File: src/rtl/dmem_arbiter_pkg.sv
// dmem_arbiter_pkg: shared types and constants for the DMEM port arbiter.
//   ls_size_t   - load/store access size (byte, half, word)
//   dmem_req_t  - one DMEM request beat {we, addr, wdata, size}
//   DMEM_LAT    - default DMEM read latency in cycles
//   idx_w()     - width of an index into n items, never below 1
package dmem_arbiter_pkg;

  typedef enum logic [1:0] {
    LS_B = 2'd0,
    LS_H = 2'd1,
    LS_W = 2'd2
  } ls_size_t;

  localparam int LS_SIZE_W = $bits(ls_size_t);
  localparam int DMEM_LAT  = 2;

  typedef struct packed {
    logic        we;
    logic [31:0] addr;
    logic [31:0] wdata;
    ls_size_t    size;
  } dmem_req_t;

  function automatic int idx_w(input int n);
    return (n > 1) ? $clog2(n) : 1;
  endfunction

endpackage

File: src/rtl/dmem_arbiter_if.sv
// dmem_arbiter_if: requester-side bus of the DMEM arbiter.
//   req_valid_i/req_ready_o  per-requester valid/ready handshake
//   req_we_i/addr/wdata/size per-requester request fields, 32-bit lanes packed by index
//   rsp_valid_o              one-hot response valid, routed to the issuing requester
//   rsp_rdata_o              DMEM read data broadcast to all requesters
// modport master: requester side; modport slave: arbiter side.
interface dmem_arbiter_if
  import dmem_arbiter_pkg::*;
#(
  parameter int NREQ = 2
) ();

  logic [NREQ-1:0]           req_valid_i;
  logic [NREQ-1:0]           req_ready_o;
  logic [NREQ-1:0]           req_we_i;
  logic [NREQ*32-1:0]        req_addr_i;
  logic [NREQ*32-1:0]        req_wdata_i;
  logic [NREQ*LS_SIZE_W-1:0] req_size_i;
  logic [NREQ-1:0]           rsp_valid_o;
  logic [31:0]               rsp_rdata_o;

  modport master (
    output req_valid_i, req_we_i, req_addr_i, req_wdata_i, req_size_i,
    input  req_ready_o, rsp_valid_o, rsp_rdata_o
  );

  modport slave (
    input  req_valid_i, req_we_i, req_addr_i, req_wdata_i, req_size_i,
    output req_ready_o, rsp_valid_o, rsp_rdata_o
  );

endinterface

File: src/rtl/dmem_arbiter_rr.sv
// dmem_arbiter_rr: round-robin arbiter with the rotating pointer held inside.
//   clk, rst_n   clock, synchronous active-low reset (pointer returns to 0)
//   elig_i       eligible requesters
//   gnt_o        one-hot grant (combinational)
//   gnt_idx_o    index of the granted requester
//   gnt_any_o    a grant was issued this cycle
// The scan starts at rr_ptr and wraps; after a grant to g the pointer moves
// to g+1 so the winner has lowest priority next time.
module dmem_arbiter_rr
  import dmem_arbiter_pkg::*;
#(
  parameter int NREQ = 2,
  parameter int IW   = idx_w(NREQ)
) (
  input  logic            clk,
  input  logic            rst_n,
  input  logic [NREQ-1:0] elig_i,
  output logic [NREQ-1:0] gnt_o,
  output logic [IW-1:0]   gnt_idx_o,
  output logic            gnt_any_o
);

  logic [IW-1:0] rr_ptr_q, rr_ptr_d;

  always_comb begin : scan
    int idx;
    idx       = 0;
    gnt_o     = '0;
    gnt_idx_o = '0;
    gnt_any_o = 1'b0;
    for (int off = 0; off < NREQ; off++) begin
      idx = int'(rr_ptr_q) + off;
      if (idx >= NREQ) idx = idx - NREQ;
      if (!gnt_any_o && elig_i[idx]) begin
        gnt_any_o  = 1'b1;
        gnt_idx_o  = IW'(idx);
        gnt_o[idx] = 1'b1;
      end
    end
  end

  always_comb begin
    rr_ptr_d = rr_ptr_q;
    if (gnt_any_o) begin
      rr_ptr_d = (gnt_idx_o == IW'(NREQ - 1)) ? '0 : gnt_idx_o + IW'(1);
    end
  end

  always_ff @(posedge clk) begin
    if (!rst_n) rr_ptr_q <= '0;
    else        rr_ptr_q <= rr_ptr_d;
  end

endmodule

File: src/rtl/dmem_arbiter.sv
// dmem_arbiter: shares one fixed-latency DMEM port among NREQ requesters.
//   clk, rst_n      clock, synchronous active-low reset
//   flush_i         flush pulse; kills traffic of requesters set in FLUSH_MASK
//   bus (slave)     requester handshake, request fields and routed responses
//   dmem_*_o        DMEM request, driven combinationally from the granted requester
//   dmem_rvalid_i   DMEM response valid, LAT cycles after dmem_en_o
//   dmem_rdata_i    DMEM read data
//   spurious_o      response arrived with no live in-flight entry
// A LAT-deep tag pipeline remembers who owns each in-flight access so the
// response can be routed back. Stores ride the pipeline too; their response
// is the store acknowledge.
module dmem_arbiter
  import dmem_arbiter_pkg::*;
#(
  parameter int              NREQ       = 2,
  parameter int              LAT        = DMEM_LAT,
  parameter logic [NREQ-1:0] FLUSH_MASK = NREQ'(2'b01)
) (
  input  logic           clk,
  input  logic           rst_n,
  input  logic           flush_i,
  dmem_arbiter_if.slave  bus,
  output logic           dmem_en_o,
  output logic           dmem_we_o,
  output logic [31:0]    dmem_addr_o,
  output logic [31:0]    dmem_wdata_o,
  output ls_size_t       dmem_size_o,
  input  logic           dmem_rvalid_i,
  input  logic [31:0]    dmem_rdata_i,
  output logic           spurious_o
);

  localparam int IW = idx_w(NREQ);

  logic [NREQ-1:0] elig, gnt;
  logic [IW-1:0]   gnt_idx;
  logic            gnt_any;
  dmem_req_t       dreq;

  logic [LAT-1:0]         st_v_q;
  logic [LAT-1:0][IW-1:0] st_own_q;
  logic [IW-1:0]          tail_own;

  // Gating eligibility with rst_n forces every grant-derived output low in reset.
  assign elig = bus.req_valid_i & ~(FLUSH_MASK & {NREQ{flush_i}}) & {NREQ{rst_n}};

  dmem_arbiter_rr #(.NREQ(NREQ), .IW(IW)) u_rr (
    .clk       (clk),
    .rst_n     (rst_n),
    .elig_i    (elig),
    .gnt_o     (gnt),
    .gnt_idx_o (gnt_idx),
    .gnt_any_o (gnt_any)
  );

  assign bus.req_ready_o = gnt;

  always_comb begin
    dreq = '{we: 1'b0, addr: '0, wdata: '0, size: LS_W};
    for (int i = 0; i < NREQ; i++) begin
      if (gnt[i]) begin
        dreq.we    = bus.req_we_i[i];
        dreq.addr  = bus.req_addr_i[32*i +: 32];
        dreq.wdata = bus.req_wdata_i[32*i +: 32];
        dreq.size  = ls_size_t'(bus.req_size_i[LS_SIZE_W*i +: LS_SIZE_W]);
      end
    end
  end

  assign dmem_en_o    = gnt_any;
  assign dmem_we_o    = dreq.we;
  assign dmem_addr_o  = dreq.addr;
  assign dmem_wdata_o = dreq.wdata;
  assign dmem_size_o  = dreq.size;

  // Stage 0 never needs a flush kill: a masked requester cannot win while
  // flush_i is high. Older stages drop masked owners as they shift.
  always_ff @(posedge clk) begin
    if (!rst_n) begin
      st_v_q   <= '0;
      st_own_q <= '0;
    end else begin
      st_v_q[0]   <= gnt_any;
      st_own_q[0] <= gnt_idx;
      for (int k = 1; k < LAT; k++) begin
        st_v_q[k]   <= st_v_q[k-1] && !(flush_i && FLUSH_MASK[st_own_q[k-1]]);
        st_own_q[k] <= st_own_q[k-1];
      end
    end
  end

  assign tail_own = st_own_q[LAT-1];

  always_comb begin
    bus.rsp_valid_o = '0;
    if (rst_n && dmem_rvalid_i && st_v_q[LAT-1] && !(flush_i && FLUSH_MASK[tail_own])) begin
      bus.rsp_valid_o[tail_own] = 1'b1;
    end
  end

  assign bus.rsp_rdata_o = dmem_rdata_i;
  assign spurious_o      = rst_n && dmem_rvalid_i && !st_v_q[LAT-1];

endmodule

File: src/flat_wrapper.sv
// flat-port wrapper written by rule: the top's interface ports become plain ports
module dmem_arbiter_flat import dmem_arbiter_pkg::*;
#(
  parameter int              NREQ       = 2,
  parameter int              LAT        = DMEM_LAT,
  parameter logic [NREQ-1:0] FLUSH_MASK = NREQ'(2'b01)
)
  (clk, rst_n, flush_i, dmem_en_o, dmem_we_o, dmem_addr_o, dmem_wdata_o, dmem_size_o, dmem_rvalid_i, dmem_rdata_i, spurious_o, bus_req_valid_i, bus_req_we_i, bus_req_addr_i, bus_req_wdata_i, bus_req_size_i, bus_req_ready_o, bus_rsp_valid_o, bus_rsp_rdata_o);
  dmem_arbiter_if #(.NREQ(NREQ)) bus_i ();
  input  logic clk;
  input  logic rst_n;
  input  logic flush_i;
  output logic dmem_en_o;
  output logic dmem_we_o;
  output logic [31:0] dmem_addr_o;
  output logic [31:0] dmem_wdata_o;
  output ls_size_t dmem_size_o;
  input  logic dmem_rvalid_i;
  input  logic [31:0] dmem_rdata_i;
  output logic spurious_o;
  input wire logic [$bits(bus_i.req_valid_i)-1:0] bus_req_valid_i;
  input wire logic [$bits(bus_i.req_we_i)-1:0] bus_req_we_i;
  input wire logic [$bits(bus_i.req_addr_i)-1:0] bus_req_addr_i;
  input wire logic [$bits(bus_i.req_wdata_i)-1:0] bus_req_wdata_i;
  input wire logic [$bits(bus_i.req_size_i)-1:0] bus_req_size_i;
  output wire logic [$bits(bus_i.req_ready_o)-1:0] bus_req_ready_o;
  output wire logic [$bits(bus_i.rsp_valid_o)-1:0] bus_rsp_valid_o;
  output wire logic [$bits(bus_i.rsp_rdata_o)-1:0] bus_rsp_rdata_o;
  assign bus_i.req_valid_i = bus_req_valid_i;
  assign bus_i.req_we_i = bus_req_we_i;
  assign bus_i.req_addr_i = bus_req_addr_i;
  assign bus_i.req_wdata_i = bus_req_wdata_i;
  assign bus_i.req_size_i = bus_req_size_i;
  assign bus_req_ready_o = bus_i.req_ready_o;
  assign bus_rsp_valid_o = bus_i.rsp_valid_o;
  assign bus_rsp_rdata_o = bus_i.rsp_rdata_o;
  dmem_arbiter #(.NREQ(NREQ), .LAT(LAT), .FLUSH_MASK(FLUSH_MASK)) u_core (.clk(clk), .rst_n(rst_n), .flush_i(flush_i), .bus(bus_i), .dmem_en_o(dmem_en_o), .dmem_we_o(dmem_we_o), .dmem_addr_o(dmem_addr_o), .dmem_wdata_o(dmem_wdata_o), .dmem_size_o(dmem_size_o), .dmem_rvalid_i(dmem_rvalid_i), .dmem_rdata_i(dmem_rdata_i), .spurious_o(spurious_o));
endmodule
File: config.mk
export PLATFORM = sky130hd
export DESIGN_NAME = dmem_arbiter_flat
export DESIGN_NICKNAME = d
export VERILOG_FILES = /design/src/rtl/dmem_arbiter_pkg.sv /design/src/rtl/dmem_arbiter_if.sv /design/src/rtl/dmem_arbiter_rr.sv /design/src/rtl/dmem_arbiter.sv /design/src/flat_wrapper.sv
export SDC_FILE = /design/constraint.sdc
export NUM_CORES = 1
export LEC_CHECK = 0
export CAP_MARGIN = 20
export CORE_AREA = 8 8 102 104
export CTS_CLUSTER_SIZE = 14
export DETAILED_ROUTE_END_ITERATION = 6
export DIE_AREA = 0 0 110 112
export GPL_TIMING_DRIVEN = 0
export HOLD_SLACK_MARGIN = 0.02
export PLACE_DENSITY = 0.66
export RECOVER_POWER = 100
export SYNTH_ARGS = -nofsm -noshare
export SYNTH_HDL_FRONTEND = slang
export SYNTH_SLANG_ARGS = --single-unit
File: constraint.sdc
create_clock -name clk -period 3.9 [get_ports clk]
set_input_delay 0.78 -clock clk [delete_from_list [all_inputs] [get_ports clk]]
set_output_delay 0.78 -clock clk [all_outputs]
set_load 0.02 [all_outputs]
# ---- Yosys cells after proc, flatten, opt, wreduce, memory -nomap -nowiden
# Index checks and enable logic that the tools add are counted.
# Widths: inputs -> output; s select.
dict set report word_totals {
  regBits 5
  latch_bits 0
  ram_bits 0
  mem_bits_ro 0
  in_bits 172
  out_inout_bits 105
  wordCells 64
  memories 0
}
dict set report op_classes {
  addsub 4
  multipliers 0
  div_mod_pow 0
  magnitude_cmp 9
  n_eq_ne 0
  shift 0
  mux 28
  n_bitwise 4
  n_reduce_logical 15
}
# op n
set ops {}
lappend ops {{$mux 67} 2}
lappend ops {{$ge 32x1->1 const B} 2}
lappend ops {{$lt 32x3->1 const B} 2}
lappend ops {{$mux 32} 2}
lappend ops {{$mux 1} 18}
lappend ops {{$logic_and 1x1->1} 11}
lappend ops {{$mux 2} 3}
lappend ops {{$and 2x2->2} 2}
lappend ops {{$logic_not 1->1} 4}
lappend ops {{$lt 1x2->1 const B} 2}
lappend ops {{$demux 1 s1} 3}
lappend ops {{$sub 1x2->3 const B} 1}
lappend ops {{$sub 2x2->3 const B} 1}
lappend ops {{$add 1x1->2 const B} 1}
lappend ops {{$ge 1x2->1 const B} 1}
lappend ops {{$ge 2x2->1 const B} 1}
lappend ops {{$not 1->2} 1}
lappend ops {{$or 2x2->2} 1}
lappend ops {{$add 1x1->1 const B} 1}
lappend ops {{$ge 1x1->1 const B} 1}

# ---- Logic depth before layout (Yosys ltp)
# Gate-level depths: netlist of the first run.
dict set report depth {
  word_depth 12
  ltp_mapped 6
}

# ---- By module
# Synthesis of the first run repeated with hierarchy kept, for this count alone.
dict set report unflattened {
  cells_unflattened 148
  hier_area_um2 1201.2
}
# module n_inst cells_each area_each_um2
set by_module_without_submodules {}
lappend by_module_without_submodules {dmem_arbiter 1 140 1123.6}
lappend by_module_without_submodules {dmem_arbiter_rr 1 8 77.6}

# ---- Worst setup path before layout of the first run
# OpenSTA, ideal clock, no wires.
dict set report synth_timing {
  path_type {input-to-output}
  start {in rst_n}
  end {out dmem_addr_o[24]}
  arrival_ns 1.837
  t_required_ns 3.120
  path_slack_ns 1.283
  cell_stages 5
  path_buffers 2
  path_cell_list {buf_4 > nand2_1 > nor2_2 > buf_1 > a22o_1}
}
dict set report synth_via {
  elab_cells_between_ends 15
  classes_between {mux: 11; bitwise: 2; reduce/logical: 2}
}
# element line_no
set synth_rtl {}
lappend synth_rtl {{from (decl)} flat_wrapper.sv:11} ;# input logic rst_n;
lappend synth_rtl {{$and 2x2->2 (*)} dmem_arbiter.sv:45} ;# assign elig = bus.req_valid_i & ~(FLUSH_MASK & {NREQ{flush_i}}) & {NREQ{rst_n}};
lappend synth_rtl {{$mux 1 (implied by the code) (3 in series)} dmem_arbiter_rr.sv:34} ;# if (!gnt_any_o && elig_i[idx]) begin
lappend synth_rtl {{$mux 1} dmem_arbiter_rr.sv:34}
lappend synth_rtl {{$logic_not 1->1} dmem_arbiter_rr.sv:34}
lappend synth_rtl {{$logic_and 1x1->1} dmem_arbiter_rr.sv:34}
lappend synth_rtl {{$mux 2 (*)} dmem_arbiter_rr.sv:34}
lappend synth_rtl {{via bus_req_ready_o[1]} flat_wrapper.sv:26} ;# output wire logic [$bits(bus_i.req_ready_o)-1:0] bus_req_ready_o;
lappend synth_rtl {{$mux 67 (*)} dmem_arbiter.sv:61} ;# if (gnt[i]) begin
lappend synth_rtl {{to (decl)} flat_wrapper.sv:15} ;# output logic [31:0] dmem_addr_o;
# The timed path passes the listed nets; every way through them passes the cells marked *. The select of a mux whose other input is x is not followed.

# ---- Worst setup path in the final report of the first run
dict set report layout_timing {
  start {in flush_i}
  end {out dmem_addr_o[17]}
}
dict set report layout_via {
  elab_chain_cells 12
  elab_cells_between_ends 17
  classes_between {mux: 11; bitwise: 4; reduce/logical: 2}
}
# element line_no
set layout_rtl {}
lappend layout_rtl {{from (decl)} flat_wrapper.sv:12} ;# input logic flush_i;
lappend layout_rtl {{$not 1->2 (*)} dmem_arbiter.sv:45}
lappend layout_rtl {{$and 2x2->2 (*) (2 in series)} dmem_arbiter.sv:45}
lappend layout_rtl {{$mux 1 (implied by the code) (3 in series)} dmem_arbiter_rr.sv:34}
lappend layout_rtl {{$mux 1} dmem_arbiter_rr.sv:34}
lappend layout_rtl {{$logic_not 1->1} dmem_arbiter_rr.sv:34}
lappend layout_rtl {{$logic_and 1x1->1} dmem_arbiter_rr.sv:34}
lappend layout_rtl {{$mux 2 (*)} dmem_arbiter_rr.sv:34}
lappend layout_rtl {{$mux 67} dmem_arbiter.sv:61}
lappend layout_rtl {{$mux 67 (*)} dmem_arbiter.sv:61}
# Every way passes the cells marked *; elsewhere a longest branch is shown, timed or not. The select of a mux whose other input is x is not followed.

==> results of run 1 <==
power groups by stage:
stage	Clock [mW]	Combinational, mW	Sequential [mW]
6_report	0.0958	0.427	0.0554
5_1_grt	0.102	0.454	0.0556
4_1_cts	0.0973	0.453	0.0554
3_5_place_dp	0	0.452	0.0562
3_3_place_gp	0	0.448	0.0561
2_1_floorplan	0	0.174	0.0559
cells in the mapped netlist (all sizes together):
library cell | count | area, um^2
inv | 4 | 15.0
and3 | 1 | 6.26
clkbuf | 3 | 11.3
nor2 | 4 | 17.5
nand2 | 4 | 15.0
a21oi | 1 | 5.00
buf | 45 | 325
nor2b | 2 | 12.5
a22o | 66 | 578
nor3 | 1 | 5.00
a22oi | 1 | 7.51
dfxtp | 5 | 100
and2 | 1 | 6.26
o21a | 3 | 22.5
nand3 | 1 | 5.00
nor3b | 1 | 12.5
kinds of logic after synthesis:
kind of cell,count (synthesis),share of synthesized area
AND/OR/NAND/NOR,15,0.0699
flip-flops,5,0.0874
buffers and inverters,52,0.307
AO/OA/AOI/OAI,71,0.536
worst paths after layout:
path	end	startpoint	slack, ps
worst max-delay path	dmem_addr_o[17]	flush_i	160
worst min-delay path	u_core.st_v_q[1]	u_core.st_v_q[0]	430
worst max register to register	u_core.u_rr.rr_ptr_q	u_core.u_rr.rr_ptr_q	3050
worst min register to register	u_core.st_v_q[1]	u_core.st_v_q[0]	430
layout make-up:
type | count | area, um^2 | area share
Multi-Input combinational cell | 86 | 698 | 0.185
Buffer | 48 | 340 | 0.0903
Clock buffer | 4 | 45.0 | 0.0119
Timing Repair Buffer | 243 | 2430 | 0.645
Tap cell | 111 | 139 | 0.0368
Sequential cell | 5 | 100 | 0.0266
Inverter | 4 | 15.0 | 0.00398
layer usage:
| layer | share of wire | up-vias | track usage |
|---|---|---|---|
| met1 | 0.31 | 910 | 0.116 |
| met3 | 0.16 | 4 | 0.0589 |
| li1 | - | 1014 | - |
| met2 | 0.53 | 147 | 0.248 |
| met4 | 0.0046 | 0 | 0.0198 |
| met5 | 0 | - | 0 |
flip-flops by register name, summed over array words and instances (netlist names):
signal and cells:
u_core.st_v_q 2, u_core.u_rr.rr_ptr_q 1, u_core.st_own_q 1, u_core.tail_own 1
metrics by stage:
step	power, mW	setup slack [ps]	instances	utilization	area, um^2
3_5_place_dp	0.508	49.2	497	0.418	3720
3_3_place_gp	0.505	101	497	0.418	3720
5_1_grt	0.612	29.2	501	0.424	3770
4_1_cts	0.605	45.6	501	0.423	3760
6_report	0.579	156	501	0.424	3770
2_1_floorplan	0.230	1280	143	-	1140
timing repair:
action                     in CTS  in global routing
hold buffers                    0                  0
buffers inserted                0                  0
hold endpoints to repair        0                  0
setup endpoints to repair       0                 23
gates resized for setup         0                  4
critical path, delay by kind of cell:
kind | cells | cell delay (ps)
simple gates | 2 | 390
buf+inv | 5 | 1630
compound gates | 1 | 140
==> results.txt, run 1 <==
* Inserted Clock Buffers: 3
* Total leakage power: 1.65 nW
- Clock tree sinks: 5
- Counting along the longest clock path gives a buffer depth of 2.
- Of the cells placed in the final design, the portion with a size suffix greater than 1 is 0.128.
* Antenna Cells: 0
* Commonest non-fill, non-tap cells in the layout: sky130_fd_sc_hd__clkdlybuf4s50_1, sky130_fd_sc_hd__dlygate4sd3_1, sky130_fd_sc_hd__a22o_1, sky130_fd_sc_hd__buf_4
- The critical path is of the in -> out type.
- Router iterations before antenna repair: 3
* Path type of the worst min-delay path: reg -> reg
- Cell depth of the worst flop-to-flop path: 2
- Compared with the post-synthesis result, the final layout area differs by 229%.
- For this configuration, the core starts out at a cell density of 0.129.
- At the end of routability-driven placement, the weighted congestion stood at 0.754.
- Dividing the detail-routed wire length by the instance count gives 17.4 um.
- TritonCTS clock tree: yes
- Routed via count divided by cell count: 4.14
- Final-report setup violation count: 0
- Of the total power, registers draw 0.096.
- During placement, the flow inserted port buffers numbering 243.
* Post-synthesis instance total: 143
- Net switching power: 0.194 mW
- Average cell area after synthesis: 8.01 um^2
* DRT iter0 DRCs: 57
* Number of max-slew violations in the final report: 0
- Cell with the largest stage delay on the worst path: sky130_fd_sc_hd__dlygate4sd3_1
- The worst hold path was traced through 2 stages.
- Entering global routing, the biggest net connects 11 pins.
- Post-Synthesis Net Count: 315
* Post-synthesis register bit count: 5
- Of the total power, combinational logic draws 0.739.
- Detailed placement ended at an HPWL of 8000 um.
- The share of total power dissipated in the clock network is 0.166.
- Worst slack on hold paths: 425 ps
- First-pass GRT wire length: 12600 um
- The initial antenna violation count is 0.
- Slew @ Worst Pin: 485 ps
- Count of unique library cells instantiated by Yosys: 20
- STA classifies the critical path startpoint as an input pin.
- Across all layers, the routed design uses 2075 vias.
- The share of the Yosys chip area taken by registers is 0.0874.
- Endpoint kind of the worst setup timing path: primary output
- Wires add up to 8700 um.
- Number of top-level pins: 277
- Maximum level of the CTS H-tree: 1
- The total overflow left after global routing is 0.
- The Yosys step of the flow raised 0 warnings.
* Outcome: complete, no violations
- IR analysis of the VDD net gives a maximum drop of 0.108 mV.
- Dividing total power by cell area gives a power density of 153 nW/um^2.
* Most common library cell in the layout ignoring fill and taps: sky130_fd_sc_hd__clkdlybuf4s50_1
- Across the routed clock network, the largest skew measured is 1.71 ps.
* Clock-pin slew on the worst setup and hold paths: 40 ps
- From left edge to right edge, the die measures 110 um.
- Maximum Capacitance Violations: 0
- Cell-internal power: 0.385 mW
- Net count, final: 563
- Biggest cell delay along the critical path: 670 ps
* Number of standard-cell rows in the floorplan: 35
- Sequence of cells on the critical path: clkdlybuf4s50_1 -> nor2b_1 -> and3_1 -> buf_2 -> buf_6 -> buf_6 -> a22o_1 -> dlygate4sd3_1
* Switching share of power: 0.335
- Setup repair after global routing missed its margin: false
- Biggest fanout along the worst timing path: 10
* Overall die area: 12300 um^2
- For the final routed database, the setup TNS stands at 0 ps.
- Timing would allow up to 0.267 GHz.
- Dividing the final minimum period by the clock period gives 0.960.
- In the global route stage, overall resource usage came out at 0.128.
* Library cell appearing most often on the critical path: sky130_fd_sc_hd__buf_6
* Normalized max-slew margin: 0.677
* Die height: 112 um
- Post-layout minimum cycle time: 3740 ps
* Crit path DAT: 2960 ps
- The number of hold violations in the final report is 0.
* Vias in the first global route: 2370
- Floorplan core area: 8890 um^2
* CTS Root Buffer Type: sky130_fd_sc_hd__clkbuf_8
* Source-to-sink clock delay at the later pin of the worst-skew pair: 220 ps
- After synthesis the cells add up to 1140 um^2.
- Fill cells in the final layout number 870.
* DRC violations left: 0
* Required time of the worst setup path: 3120 ps
- Detail Route Antenna Nets: 0
Power figures use the tool's default switching activity.
==> inputs of run 2 (changes only) <==
Settings changed: PLACE_DENSITY 0.66 to 0.69.
Clock period 3.9 ns to 3.2 ns, I/O delays scaled along.
==> run 2 against run 1 <==
Net effect: utilization fell by 0.73 points; first-iteration DRC count decreased by 37%; sequential share of layout area is essentially flat; worst hold slack worse by 7.5 ps; largest cell class unchanged.
==> results.txt, run 2 (same netlist as run 1, synthesis figures left out) <==
- The flow ran to the end, and the final reports show no timing, DRC or antenna violations.
- Vias after detailed routing: 2105 (+1.4%)
- Grouping stages by cell kind, the critical path spends the most delay in buffers and inverters.
- Path type of the worst min-delay path: reg -> reg
- Relative area change from synthesis to final layout: 224%
- The final wirelength came to 9440 um (+8.4%).
- The remaining number of nets flagged by the antenna check after routing is 0 (unchanged).
- Power density cells: 186 nW/um^2 (+21%)
* Setup repair after global routing missed its margin: false
- Sequential cell area: 100 um^2 (unchanged)
* Antenna violations before repair: 0 (unchanged)
- The critical path data required time was 2560 ps (-560 ps).
- Biggest fanout along the worst timing path: 10 (unchanged)
* Endpoint of the most critical setup path: dmem_addr_o[17]
- Placed cell area: 3720 um^2 (unchanged)
- Normalized max-slew margin: 0.781 (+0.104)
- The final cell area excluding filler cells came to 3700 um^2 (-1.7%).
- The count of fill cells added during filler insertion is 909 (+4.5%).
- The maximum clock skew at final layout is 3.36 ps (+1.65 ps).
- The number of flip-flops under the largest register name is 2 (unchanged).
* Vias in the first global route: 2375 (+0.21%)
- CTS Root Buffer Type: sky130_fd_sc_hd__clkbuf_8
- The worst setup path is of the in -> out kind.
- DRC violations left: 0 (unchanged)
- The H-tree depth is 1 (unchanged).
- Total leakage power: 1.76 nW (+6.4%)
- The detail-routed via count per cell is 4.20 (+1.4%).
- Most common library cell in the layout ignoring fill and taps: sky130_fd_sc_hd__clkdlybuf4s50_1
- The share of power burned in the clock network was 0.169 (+0.003).
- Critical path origin: flush_i
- Sequence of cells on the critical path: clkdlybuf4s50_1 -> nor3b_2 -> nor2_4 -> buf_4 -> clkbuf_4 -> a22o_1 -> dlygate4sd2_1
* Area of the multi-input gates: 701 um^2 (+0.36%)
- The switching share of power was 0.347 (+0.0119).
- The count of input and output buffers came to 243 (unchanged).
- Combinational Power Share: 0.733 (-0.006)
- The cell count of the worst hold path is 2 (unchanged).
- The startpoint identified for the worst register-to-register timing path is u_core.u_rr.rr_ptr_q.
- The number of hold buffers added after cts was 0 (unchanged).
- The die width was 110 um (unchanged).
- Number of buffers inserted by post-CTS setup repair: 0 (unchanged)
* Crit path DAT: 2460 ps (-500 ps)
* Cell-internal power: 0.449 mW (+17%)
- Number of top-level pins: 277 (unchanged)
- Worst-case setup margin in the final layout: 102 ps (-54.3 ps)
- Net count, final: 563 (unchanged)
* Worst slack on hold paths: 418 ps (-7.47 ps)
* Largest net degree at the start of global routing: 11 (unchanged)
* Overall die area: 12300 um^2 (unchanged)
- Hold path startpoint: u_core.st_v_q[0]
* Max rail drop VDD: 0.125 mV (+16%)
- The ratio of cells with drive above 1 in the final layout came to 0.141 (+0.0128).
- The largest stage delay on the critical path was 490 ps (-180 ps).
- Number of max-slew violations in the final report: 0 (unchanged)
* Setup slack on the worst flop-to-flop path: 2330 ps (-720 ps)
- Cell depth of the worst flop-to-flop path: 2 (unchanged)
* HPWL reported at the end of detailed placement: 8590 um (+7.3%)
- The max-capacitance violation count was 0 (unchanged).
- The number of rows in the core area came to 35 (unchanged).
* Clock tree sinks: 5 (unchanged)
* Slew @ Worst Pin: 328 ps (-157 ps)
- Net switching power: 0.238 mW (+23%)
* Worst Path Buf+Inv: 4 (-1)
- The number of CTS-inserted buffers came to 3 (unchanged).
* Post-layout minimum cycle time: 3100 ps
- The maximum number of buffers from clock root to sink was 2 (unchanged).
- The placeable core region is 8890 um^2 (unchanged).
* Global-route usage over all layers: 0.141 (+0.0129)
- The number of DRC violations after detailed-routing iteration 0 is 36 (-37%).
- TritonCTS built the clock tree.
- Post-cts sizing count: 75 (+75)
* Ratio of final minimum period to clock period: 0.968
* Clock-pin slew on the worst setup and hold paths: 40 ps (about the same)
* Routed wire length per instance: 18.8 um (+8.4%)
- The final global-route overflow total came to 0 (unchanged).
- Commonest non-fill, non-tap cells in the layout: sky130_fd_sc_hd__clkdlybuf4s50_1, sky130_fd_sc_hd__a22o_1, sky130_fd_sc_hd__dlygate4sd2_1, sky130_fd_sc_hd__dlygate4sd3_1, sky130_fd_sc_hd__buf_4
- Cell with the largest stage delay on the worst path: sky130_fd_sc_hd__clkdlybuf4s50_1
- The worst setup path is captured at a primary output.
- Highest clock frequency the design can meet: 0.323 GHz
- RePlAce Congestion: 0.772 (+2.4%)
- Kind of launch point of the worst setup path: input pin
* Count of final hold-check violations: 0 (unchanged)
- The sequential share of power came to 0.098 (+0.002).
* Final-report setup violation count: 0 (unchanged)
- The starting density of the core is 0.129 (unchanged).
* Source-to-sink clock delay at the later pin of the worst-skew pair: 220 ps (about the same)
- Reg-to-reg endpoint: u_core.u_rr.rr_ptr_q
- Die height: 112 um (unchanged)
* Largest register by flop count: u_core.st_v_q
- Dpl ws: -333 ps (-383 ps)
* Antenna Cells: 0 (unchanged)
- First-pass GRT wire length: 13600 um (+8.0%)
* Router iterations before antenna repair: 4 (+1)
* Count of cell instances traversed by the critical path: 7 (-1)
-- run 2: layout make-up --
class | instances | area share
timing repair buffer | 243 | 0.635
tap | 111 | 0.0375
inverter | 4 | 0.00405
buffer | 48 | 0.0949
multi-input combinational | 86 | 0.189
clock buffer | 4 | 0.0122
sequential | 5 | 0.0270
-- run 2: worst min-delay path by stage --
stage / endpoint / slack (ps)
finish: u_core.st_v_q[1] / 420
floorplan: u_core.st_v_q[1] / 400
detailed placement: u_core.st_v_q[1] / 420
CTS: u_core.st_v_q[1] / 420
global route: u_core.st_v_q[1] / 440
global placement: u_core.st_v_q[1] / 410
-- run 2: power by group through the flow --
stage / Clock (mW) / Combinational (mW) / Sequential (mW)
global placement: 0 / 0.549 / 0.0683
global route: 0.126 / 0.536 / 0.0679
finish: 0.116 / 0.504 / 0.0675
detailed placement: 0 / 0.552 / 0.0684
floorplan: 0 / 0.212 / 0.0681
CTS: 0.120 / 0.520 / 0.0675
-- run 2: per-layer routing --
metal	vias to the layer above	routed length, um	track usage
met1	924	3270	0.141
met3	2	1530	0.0699
li1	1013	-	-
met5	-	0	0
met4	0	29	0.0189
met2	166	4610	0.255
-- run 2: worst min-delay path, cell delays in order, from the launching register on --
cell and delay [ps]:
sky130_fd_sc_hd__dfxtp_1 290, sky130_fd_sc_hd__nand2_1 60, sky130_fd_sc_hd__a21oi_1 30
-- run 2: through the flow --
stage	power (mW)	utilization	std cells	TNS [ps]
after global placement	0.617	0.418	497	-14380
final	0.687	0.417	501	0
after floorplan	0.280	-	143	0
after CTS	0.708	0.416	501	-66.5
after detailed placement	0.620	0.418	497	-15510
after global routing	0.730	0.417	501	0
==> RTL change, RTL diff (flow settings as in run 2) <==
Set the package constant `DMEM_LAT` to 4 (it was 2).
--- a/src/rtl/dmem_arbiter_pkg.sv
+++ b/src/rtl/dmem_arbiter_pkg.sv
@@ -14,3 +14,3 @@
   localparam int LS_SIZE_W = $bits(ls_size_t);
-  localparam int DMEM_LAT  = 2;
+  localparam int DMEM_LAT  = 4;
 
Formal check against the unedited RTL: not equivalent (Yosys sat finds a counterexample within 4 cycles, from zero or initial values and one cycle with rst_n low).
==> RTL change against run 2 <==
  * Worst setup slack lost 0.0053 ns
  * Die area is the same
  * Worst hold slack gained 0.0058 ns
  * Synthesized area grew 9.9%
  * Total power grew 8.7%
  * Routed wire length shrank 2.9%
  * Sequential cell count grew 4
  * Cell count grew 2.6%
  * Count of clock-buffer cells in the layout is the same
  * Cell area grew 2.7%
  * Critical path type unchanged
  * Highest routed layer unchanged
==> RTL change: results (changes against run 2) <==
{
  "place": {
    "io_buffer_count": {"value": 244, "change": "+0.41%"},
    "final_weighted_congestion_of_routability_driven_global_placement": {"value": 0.731, "change": "-5.3%"},
    "post-dp-hpwl": {"value": 8.28, "unit": "mm", "change": "-3.5%"}
  },
  "sta": {
    "finClkSkew": {"value": 0.00463, "unit": "ns", "change": "+0.00127 ns"},
    "worst_pin_slew": {"value": 0.371, "unit": "ns", "change": "+0.0433 ns"}
  },
  "cells_and_area": {
    "stdcell_count": {"value": 514, "change": "+2.6%"},
    "number_of_ordinary_inverters_in_the_final_layout": {"value": 6, "change": "+2"},
    "clock_cell_area_share": {"value": 0.0118, "change": "-0.000320"},
    "nFlopsAndLatches": {"value": 9, "change": "+4"},
    "final_net_count": {"value": 576, "change": "+2.3%"},
    "layout.comb_gates.multi_input": {"value": 92, "change": "+7.0%"},
    "non_clock_buffer_area_share": {"value": 0.706, "change": "-0.0238"},
    "final-seq-area": {"value": 180, "unit": "sq um", "change": "+80%"},
    "multiInputGateArea": {"value": 731, "unit": "sq um", "change": "+4.3%"},
    "filler_cell_count": {"value": 910, "change": "+0.11%"}
  },
  "run_status": {
    "outcome": "finished, final reports clean"
  },
  "synthesis": {
    "sequential_share_of_the_synthesized_area": {"value": 0.143, "change": "+0.0557"},
    "synth_commonest_cells": "sky130_fd_sc_hd__a22o_1 (66), sky130_fd_sc_hd__buf_4 (32), sky130_fd_sc_hd__dfxtp_1 (9)",
    "avgSynthCellArea": {"value": 8.12, "unit": "sq um", "change": "+1.4%"}
  },
  "hold_path": {
    "timing.hold.worst.start": "u_core.st_v_q[2]"
  },
  "global_route": {
    "grt_util_all_layers": {"value": 0.134, "change": "-0.00675"},
    "global_route_wire_length_before_repair": {"value": 13.2, "unit": "mm", "change": "-3.3%"}
  },
  "power_and_ir_drop": {
    "max-vdd-ir-drop": {"value": 0.177, "unit": "mV", "change": "+42%"},
    "static_leakage": {"value": 1.82, "unit": "nW", "change": "+3.4%"}
  },
  "setup_path": {
    "crit_path_start": "bus_req_valid_i[1]",
    "setup.worst_path.end": "dmem_addr_o[11]"
  },
  "detailed_routing": {
    "drt_iter0_drc": {"value": 57, "change": "+58%"},
    "routed_wire_length_per_instance": {"value": 17.8, "unit": "um", "change": "-5.3%"}
  }
}
RTL change: report_power, final:
part / leakage [nW] / internal (mW) / switching (mW) / total, mW
Sequential: 0.0736 / 0.117 / 0.00174 / 0.118
Combinational: 1.72 / 0.295 / 0.206 / 0.501
Clock: 0.0228 / 0.0865 / 0.0410 / 0.127
RTL change: routing by layer:
metal	GRT usage	routed length, um	vias up	part of all wire
met5	0	0	-	0
met4	0.0198	53	0	0.0058
met3	0.0531	1110	4	0.12
met2	0.251	4760	140	0.52
met1	0.135	3240	987	0.35
li1	-	-	1053	-
RTL change: cells by family (layout without fill, tap and decap cells):
group                  count (synthesis)  after routing
AO/OA/AOI/OAI                         73             73
buffers and inverters                 54            302
flip-flops                             9              9
AND/OR/NAND/NOR                       19             19
RTL change: through the flow:
step / util / setup WS, ns / TNS [ns] / area (sq um) / hold WS [ns]
2_1_floorplan: - / 0.880 / 0 / 1260 / 0.407
3_3_place_gp: 0.432 / -0.422 / -19.78 / 3840 / 0.414
3_5_place_dp: 0.432 / -0.454 / -21.98 / 3840 / 0.421
4_1_cts: 0.430 / 0.00665 / 0 / 3820 / 0.426
5_1_grt: 0.428 / 0.00754 / 0 / 3800 / 0.432
6_report: 0.428 / 0.0967 / 0 / 3800 / 0.423
RTL change: worst max-delay path, stage by stage:
cell	delay, ns
sky130_fd_sc_hd__clkdlybuf4s50_1	0.56
sky130_fd_sc_hd__nand2_1	0.14
sky130_fd_sc_hd__nor2_4	0.18
sky130_fd_sc_hd__buf_4	0.20
sky130_fd_sc_hd__buf_2	0.23
sky130_fd_sc_hd__a22o_1	0.17
sky130_fd_sc_hd__dlygate4sd2_1	0.34
